$ cat src/rtl/pixel_pipe_scheduler.sv
// rtl/pixel_pipe_scheduler.sv - frame sequencer with credit-based admission into the fixed-latency pixel pipeline
module pixel_pipe_scheduler #(
    parameter int LATENCY   = 3,
    parameter int BUF_DEPTH = 8,
    parameter int CNT_W     = 16
) (
    input  logic             clk,
    input  logic             rst,
    input  logic             start,
    input  logic [CNT_W-1:0] num_pixels,
    input  logic             in_valid,
    output logic             in_ready,
    output logic             issue,
    input  logic             pipe_valid_out,
    input  logic             buf_pop,
    output logic             busy,
    output logic             frame_done,
    output logic [CNT_W-1:0] issued_count,
    output logic             protocol_err
);
    localparam int CW = $clog2(BUF_DEPTH + 1);

    if (LATENCY < 1) begin : g_bad_latency
        $error("pixel_pipe_scheduler: LATENCY must be at least 1");
    end

    typedef enum logic [1:0] {IDLE, RUN, DRAIN, DONE} state_t;

    state_t           state;
    logic [CW-1:0]    credits;
    logic [CNT_W-1:0] retired;
    logic [CNT_W-1:0] target;
    logic             credits_full;
    logic             counting;
    logic [CNT_W-1:0] retired_nxt;

    assign credits_full = (credits == CW'(BUF_DEPTH));
    assign counting     = (state == RUN) || (state == DRAIN);
    assign retired_nxt  = retired + CNT_W'(pipe_valid_out);

    assign in_ready = (state == RUN) && (credits != '0) && (issued_count < target);
    assign issue    = in_valid & in_ready;

    always_ff @(posedge clk) begin
        if (rst) begin
            state        <= IDLE;
            credits      <= CW'(BUF_DEPTH);
            retired      <= '0;
            target       <= '0;
            issued_count <= '0;
            busy         <= 1'b0;
            frame_done   <= 1'b0;
            protocol_err <= 1'b0;
        end else begin
            frame_done <= 1'b0;

            // A pop with every credit home means the buffer was already empty.
            if (issue && !buf_pop)
                credits <= credits - CW'(1);
            else if (buf_pop && !issue && !credits_full)
                credits <= credits + CW'(1);

            if ((buf_pop && credits_full) || (pipe_valid_out && !counting))
                protocol_err <= 1'b1;

            if (pipe_valid_out && counting)
                retired <= retired_nxt;

            case (state)
                IDLE: begin
                    if (start) begin
                        target       <= num_pixels;
                        issued_count <= '0;
                        retired      <= '0;
                        busy         <= 1'b1;
                        if (num_pixels == '0) begin
                            state      <= DONE;
                            frame_done <= 1'b1;
                        end else begin
                            state <= RUN;
                        end
                    end
                end
                RUN: begin
                    if (issue) begin
                        issued_count <= issued_count + CNT_W'(1);
                        if (issued_count + CNT_W'(1) == target)
                            state <= DRAIN;
                    end
                end
                DRAIN: begin
                    if (retired_nxt == target) begin
                        state      <= DONE;
                        frame_done <= 1'b1;
                    end
                end
                DONE: begin
                    state <= IDLE;
                    busy  <= 1'b0;
                end
                default: state <= IDLE;
            endcase
        end
    end
endmodule

$ cat config.mk
export PLATFORM = sky130hd
export DESIGN_NAME = pixel_pipe_scheduler
export DESIGN_NICKNAME = d
export VERILOG_FILES = /design/src/rtl/pixel_pipe_scheduler.sv
export SDC_FILE = /design/constraint.sdc
export NUM_CORES = 1
export LEC_CHECK = 0
export CORE_MARGIN = 1
export CORE_UTILIZATION = 50
export CTS_BUF_LIST = sky130_fd_sc_hd__clkbuf_4 sky130_fd_sc_hd__clkbuf_8 sky130_fd_sc_hd__clkbuf_16
export CTS_CLUSTER_SIZE = 25
export DETAILED_ROUTE_END_ITERATION = 8
export GPL_TIMING_DRIVEN = 0
export PLACE_DENSITY = 0.84
export SLEW_MARGIN = 20
export SYNTH_ARGS = -nofsm -noshare
export SYNTH_HDL_FRONTEND = slang
export SYNTH_SLANG_ARGS = --single-unit
$ cat constraint.sdc
create_clock -name clk -period 3.9 [get_ports clk]
set_input_delay 0.78 -clock clk [delete_from_list [all_inputs] [get_ports clk]]
set_output_delay 0.78 -clock clk [all_outputs]
set_load 0.01 [all_outputs]
# [Word-level counts from Yosys, hierarchy flattened]
# Cells that the tools add are included.
[word_totals] wordCells=68 regBits=57 latchBits=0 memories=0 rom_bits=0 mem_bits_rw=0 inputBits=22 output_inout_bits=21
[op_classes] div=0 eq_ne=10 mux=20 bitwise=1 shifts=0 mul=0 order_cmp=1 n_addsub=4 n_reduce_logical=24
[ops] op="$mux 16" n=5
[ops] op="$eq 16x16->1" n=2
[ops] op="$pmux 16 s2" n=1
[ops] op="$add 16x1->16" n=1
[ops] op="$add 16x1->16 const B" n=1
[ops] op="$logic_not 16->1" n=1
[ops] op="$lt 16x16->1" n=1
[ops] op="$mux 2" n=5
[ops] op="$logic_and 1x1->1" n=8
[ops] op="$mux 4" n=2
[ops] op="$pmux 2 s4" n=1
[ops] op="$reduce_bool 2->1" n=3
[ops] op="$add 4x1->4 const B" n=1
[ops] op="$eq 2x2->1 const B" n=2
[ops] op="$eq 4x4->1 const B" n=1
[ops] op="$logic_not 1->1" n=4
[ops] op="$mux 1" n=4
[ops] op="$ne 2x1->1 const B" n=2
[ops] op="$ne 2x2->1 const B" n=2
[ops] op="$pmux 1 s2" n=2
[ops] op="$reduce_and 2->1" n=2
[ops] op="$reduce_and 4->1" n=1
[ops] op="$reduce_bool 4->1" n=1
[ops] op="$sub 4x1->4 const B" n=1
[ops] op="5 further kinds" n=6

# [Depth between registers and ports, before layout]
[depth] ltp_word=9 mapped_depth=13 mapped_depth_nobuf=13

# [Worst setup path after synthesis]
# No wires, ideal clock.
[synth_timing] path_type="register to register" startpoint="register issued_count[13]" endpoint="register credits[3]" path_buffers=0 required_ps=3783 stages_incl_launch_ff=13 setup_ps=117 path_slack_ps=927 t_arrival_ps=2856 period_less_slack_ps=2973 path_cell_list="dfxtp_1 ha_1 a211oi_1 nor2_1 a2111oi_2 nand3_1 nor2_1 ha_1 a21o_1 a21oi_1 mux2i_1 xor2_1 nand2b_1"
[synth_via] elab_chain_len=7 word_cells_on_any_way=9 classes_between="order compare (1); mux (1); bitwise (1); reduce/logical (6)"
[synth_rtl] item="start, declared" line="18" rtl="output logic [CNT_W-1:0] issued_count,"
[synth_rtl] item="start signal, assigned" line="86" rtl="issued_count <= issued_count + CNT_W'(1);"
[synth_rtl] item="$lt 16x16->1 (*)" line="41" rtl="assign in_ready = (state == RUN) && (credits != '0) && (issued_count < target);"
[synth_rtl] item="$logic_and 1x1->1 (*)" line="41"
[synth_rtl] item="$and 1x1->1 (*)" line="42" rtl="assign issue = in_valid & in_ready;"
[synth_rtl] item="$logic_not 1->1" line="60" rtl="else if (buf_pop && !issue && !credits_full)"
[synth_rtl] item="$logic_and 1x1->1 (2 in a row)" line="60"
[synth_rtl] item="$reduce_bool 2->1 (no source line)"
[synth_rtl] item="end signal, assigned" line="47" rtl="credits <= CW'(BUF_DEPTH);"
[synth_rtl] item="end signal, assigned" line="59" rtl="credits <= credits - CW'(1);"
[synth_rtl] item="end signal, assigned" line="61" rtl="credits <= credits + CW'(1);"
[synth_rtl] item="end, declared" line="30" rtl="logic [CW-1:0] credits;"
# Mark *: on every way between the ends. The rest lies on a longest branch, timed or not.
# A chain may end at the register's enable or synchronous reset.

# [Worst setup path in the final report]
[layout_timing] startpoint="input pipe_valid_out" endpoint="register state[1]"
[layout_via] elab_chain_len=4
[layout_rtl] item="start, declared" line="14" rtl="input logic pipe_valid_out,"
[layout_rtl] item="$add 16x1->16" line="39" rtl="assign retired_nxt = retired + CNT_W'(pipe_valid_out);"
[layout_rtl] item="$eq 16x16->1" line="92" rtl="if (retired_nxt == target) begin"
[layout_rtl] item="$ne 2x1->1 (no source line)"
[layout_rtl] item="$reduce_and 4->1 (no source line)"
[layout_rtl] item="end signal, assigned" line="46" rtl="state <= IDLE;"
[layout_rtl] item="end signal, assigned" line="93" rtl="state <= DONE;"
[layout_rtl] item="end signal, assigned" line="98" rtl="state <= IDLE;"
[layout_rtl] item="end, declared" line="29" rtl="state_t state;"
# No other way between the ends.

==> results.md <==
- Outcome: completed
- Hold_buf cts: 0
- Layout Skew: 8.72 ps
- Syn Inst Count: 539
- Hold/Removal Path Class: reg2reg
- GRT Total Usage: 27.2%
- Final setup vio count: 0
- Total CTS buffers: 9
- DIE AREA: 8570 um2
- Placer Congestion: 0.932
- Num rows: 32
- Post-synth ARST share: 0%
- Setup crit start kind: primary input
- Antenna violations before repair: 0
- Area leader, netlist: dfxtp_1
- Cells taking the most area after synthesis: dfxtp_1, ha_1, nand2_1
- Synth warn: 0
- Crit path max fanout: 10
- Setup WS pre-CTS: -139 ps
- ANT nets after route: 0
- Clock latency on the worst-skew pair: 350 ps
- Chip Height: 92.6 um
- Max-cap viol count: 0
- RSZ-0062 raised after global routing: no
- Yosys cell types: 58
- WP data required: 4140 ps
- Vias: 4162
- Ports: 43
- NumNets Final: 641
- P_int: 1.28 mW
- Core Area: 7850 um2
- Leakage: 1.82 nW
- First-pass GRT wire length: 18.3 mm
- Hold Violations, Final: 0
- Initial core utilization: 52.3%
- Syn Area/Cell: 7.61 um2
- DP Area: 4640 um2
- Setup ws final: 129 ps
- Share of cells above drive strength 1: 7.54%
- Worst-path clk slew: 60 ps
- H-tree depth: 3
- Synth top cells by count: nand2_1, nor2_1, dfxtp_1
- Number of I/O port buffers: 41
- Max Fclk: 265 MHz
- Fillers: 694
- Post-detailed-route wirelength per cell: 16.5 um
- Type of the worst setup path: in2reg
- WHS: 458 ps
- Peak supply drop: 0.000302 V
- Sw Pwr: 0.782 mW
- Vias/cell: 5.95
- Synth Flop Type: dfxtp_1
- Final cell count without fillers: 699
- Most frequent cell after synthesis: nand2_1
- DP Wirelength: 8.53 mm
- Vias in the first global route: 3751
- CTS tree: built
- Syn-to-layout area delta: 18.6%
- DRT Pass-1 Iters: 5
- Switch share: 38.0%
- Worst setup EP type: flop
- Fin crit share: 96.7%
- Clk sinks: 57
- Largest net degree at the start of global routing: 11
- Synthesized Nets: 587
- Total power per unit cell area: 423 nW/um2
- Clock share of power: 28.5%
- Fin area: 4860 um2
- Post-synth EDFFs: 0
- Synth Register Bits: 57
- ANT cells: 0
- Register area share after synthesis: 27.8%
- Reg power frac: 34.6%
- DRT Wirelength: 11.5 mm
- CTS max path bufs: 2
- Gr ovfl total: 0
- Total Power: 2.06 mW
- Combinational Power Share: 36.9%
- Tmin final: 3770 ps
- Max_slew headroom: 57.4%
- Worst Path Arrival: 4010 ps
- Synthesized cell area: 4100 um2
- Worst Max-Slew Pin Slew: 639 ps
- Iter 0 DRT Violations: 280
- Cells after DPL: 682
- CTS Root Cell: clkbuf_8
- Pins over their slew limit: 0
- Die W: 92.6 um
- Synth top area share: 27.8%
- Post-route DRC violation count: 0
-- stage by stage --
stage                     TNS [ps]  utilization (%)
after floorplan                  0                -
after global placement        -118             59.1
after detailed placement      -271             59.1
after CTS                        0             61.7
after global routing             0             62.0
final                            0             62.0
-- critical path: stages --
cell and delay [ps]:
clkdlybuf4s50_1 660, ha_1 290, ha_1 330, nand3_4 190
nor4_4 310, xnor2_1 110, nor4_1 280, o21ai_1 140
o41ai_2 510, nand3_2 150, o32ai_1 270
-- routing by layer --
metal	wire length, um	vias up	track usage (%)
met3	794	19	3.78
met1	5180	1975	37.0
met5	0	-	0
met2	5390	170	42.8
li1	-	1998	-
met4	172	0	11.6
-- cells by family after synthesis --
group                      count (synthesis)  share of synthesized area (%)
adders and majority gates                 26                           8.11
muxes                                      4                           1.04
xor gates and xnor gates                  53                           11.3
AOI/OAI and AO/OA                        104                           16.5
buffers and inverters                     54                           5.52
DFF                                       57                           27.8
and+or+nand+nor                          241                           29.7
-- registers in the layout, indices dropped and copies added (netlist names) --
signal / flops
busy: 1
state: 2
issued_count: 16
credits: 4
retired: 16
target: 16
protocol_err: 1
frame_done: 1
-- cell usage in the layout, fill, tap and decap left out, types with 4 or more instances in the layout --
cell and count:
inv_1 26, a211oi_1 4, clkbuf_8 11, xor2_1 20, nand3_1 21, clkbuf_1 16, nor3_1 17, nor4_1 15
o21ai_0 21, a21oi_1 46, and4_1 4, xnor2_1 33, nand2b_1 7, ha_1 25, dfxtp_1 57, clkdlybuf4s50_1 41
nand2_1 77, nor2_1 58, and2_1 5, buf_2 7, or3_1 5, and3_1 6, buf_4 6, nand4_1 8
o211ai_1 4
-- final timing paths --
| kind | slack (ps) | depth (start not counted) | startpoint | endpoint |
|---|---|---|---|---|
| worst min-delay path | 460 | 2 | retired[0]$_SDFF_PP0_ | retired[0]$_SDFF_PP0_ |
| worst max-delay path | 130 | 11 | pipe_valid_out | state[1]$_SDFFE_PP0P_ |
| worst max register to register | 390 | 14 | target[13]$_SDFFE_PP0P_ | credits[3]$_SDFFE_PP1P_ |
| worst min register to register | 460 | 2 | retired[0]$_SDFF_PP0_ | retired[0]$_SDFF_PP0_ |
-- power groups by stage --
stage                     logic [mW]  clock network [mW]  registers, mW
after floorplan                0.526                   0          0.701
after global placement         0.705                   0          0.718
after detailed placement       0.727                   0          0.720
after CTS                      0.735               0.591          0.707
after global routing           0.830               0.613          0.715
final                          0.760               0.586          0.711
-- final cells by class --
cell class | instances | area, um2 | share of cell area (%)
Sequential cell | 57 | 1140 | 23.5
Clock buffer | 13 | 166 | 3.42
Timing Repair Buffer | 43 | 425 | 8.74
Multi-Input combinational cell | 428 | 2740 | 56.3
Tap cell | 102 | 128 | 2.62
Buffer | 27 | 125 | 2.57
Clock inverter | 2 | 37.5 | 0.772
Inverter | 27 | 101 | 2.08
-- what timing repair did --
| item | CTS | global route |
|---|---|---|
| gates resized for setup | 0 | 2 |
| setup buffers | 0 | 2 |
| endpoints found under the setup margin | 0 | 1 |
Note: power is estimated with default switching activity, not from simulation.
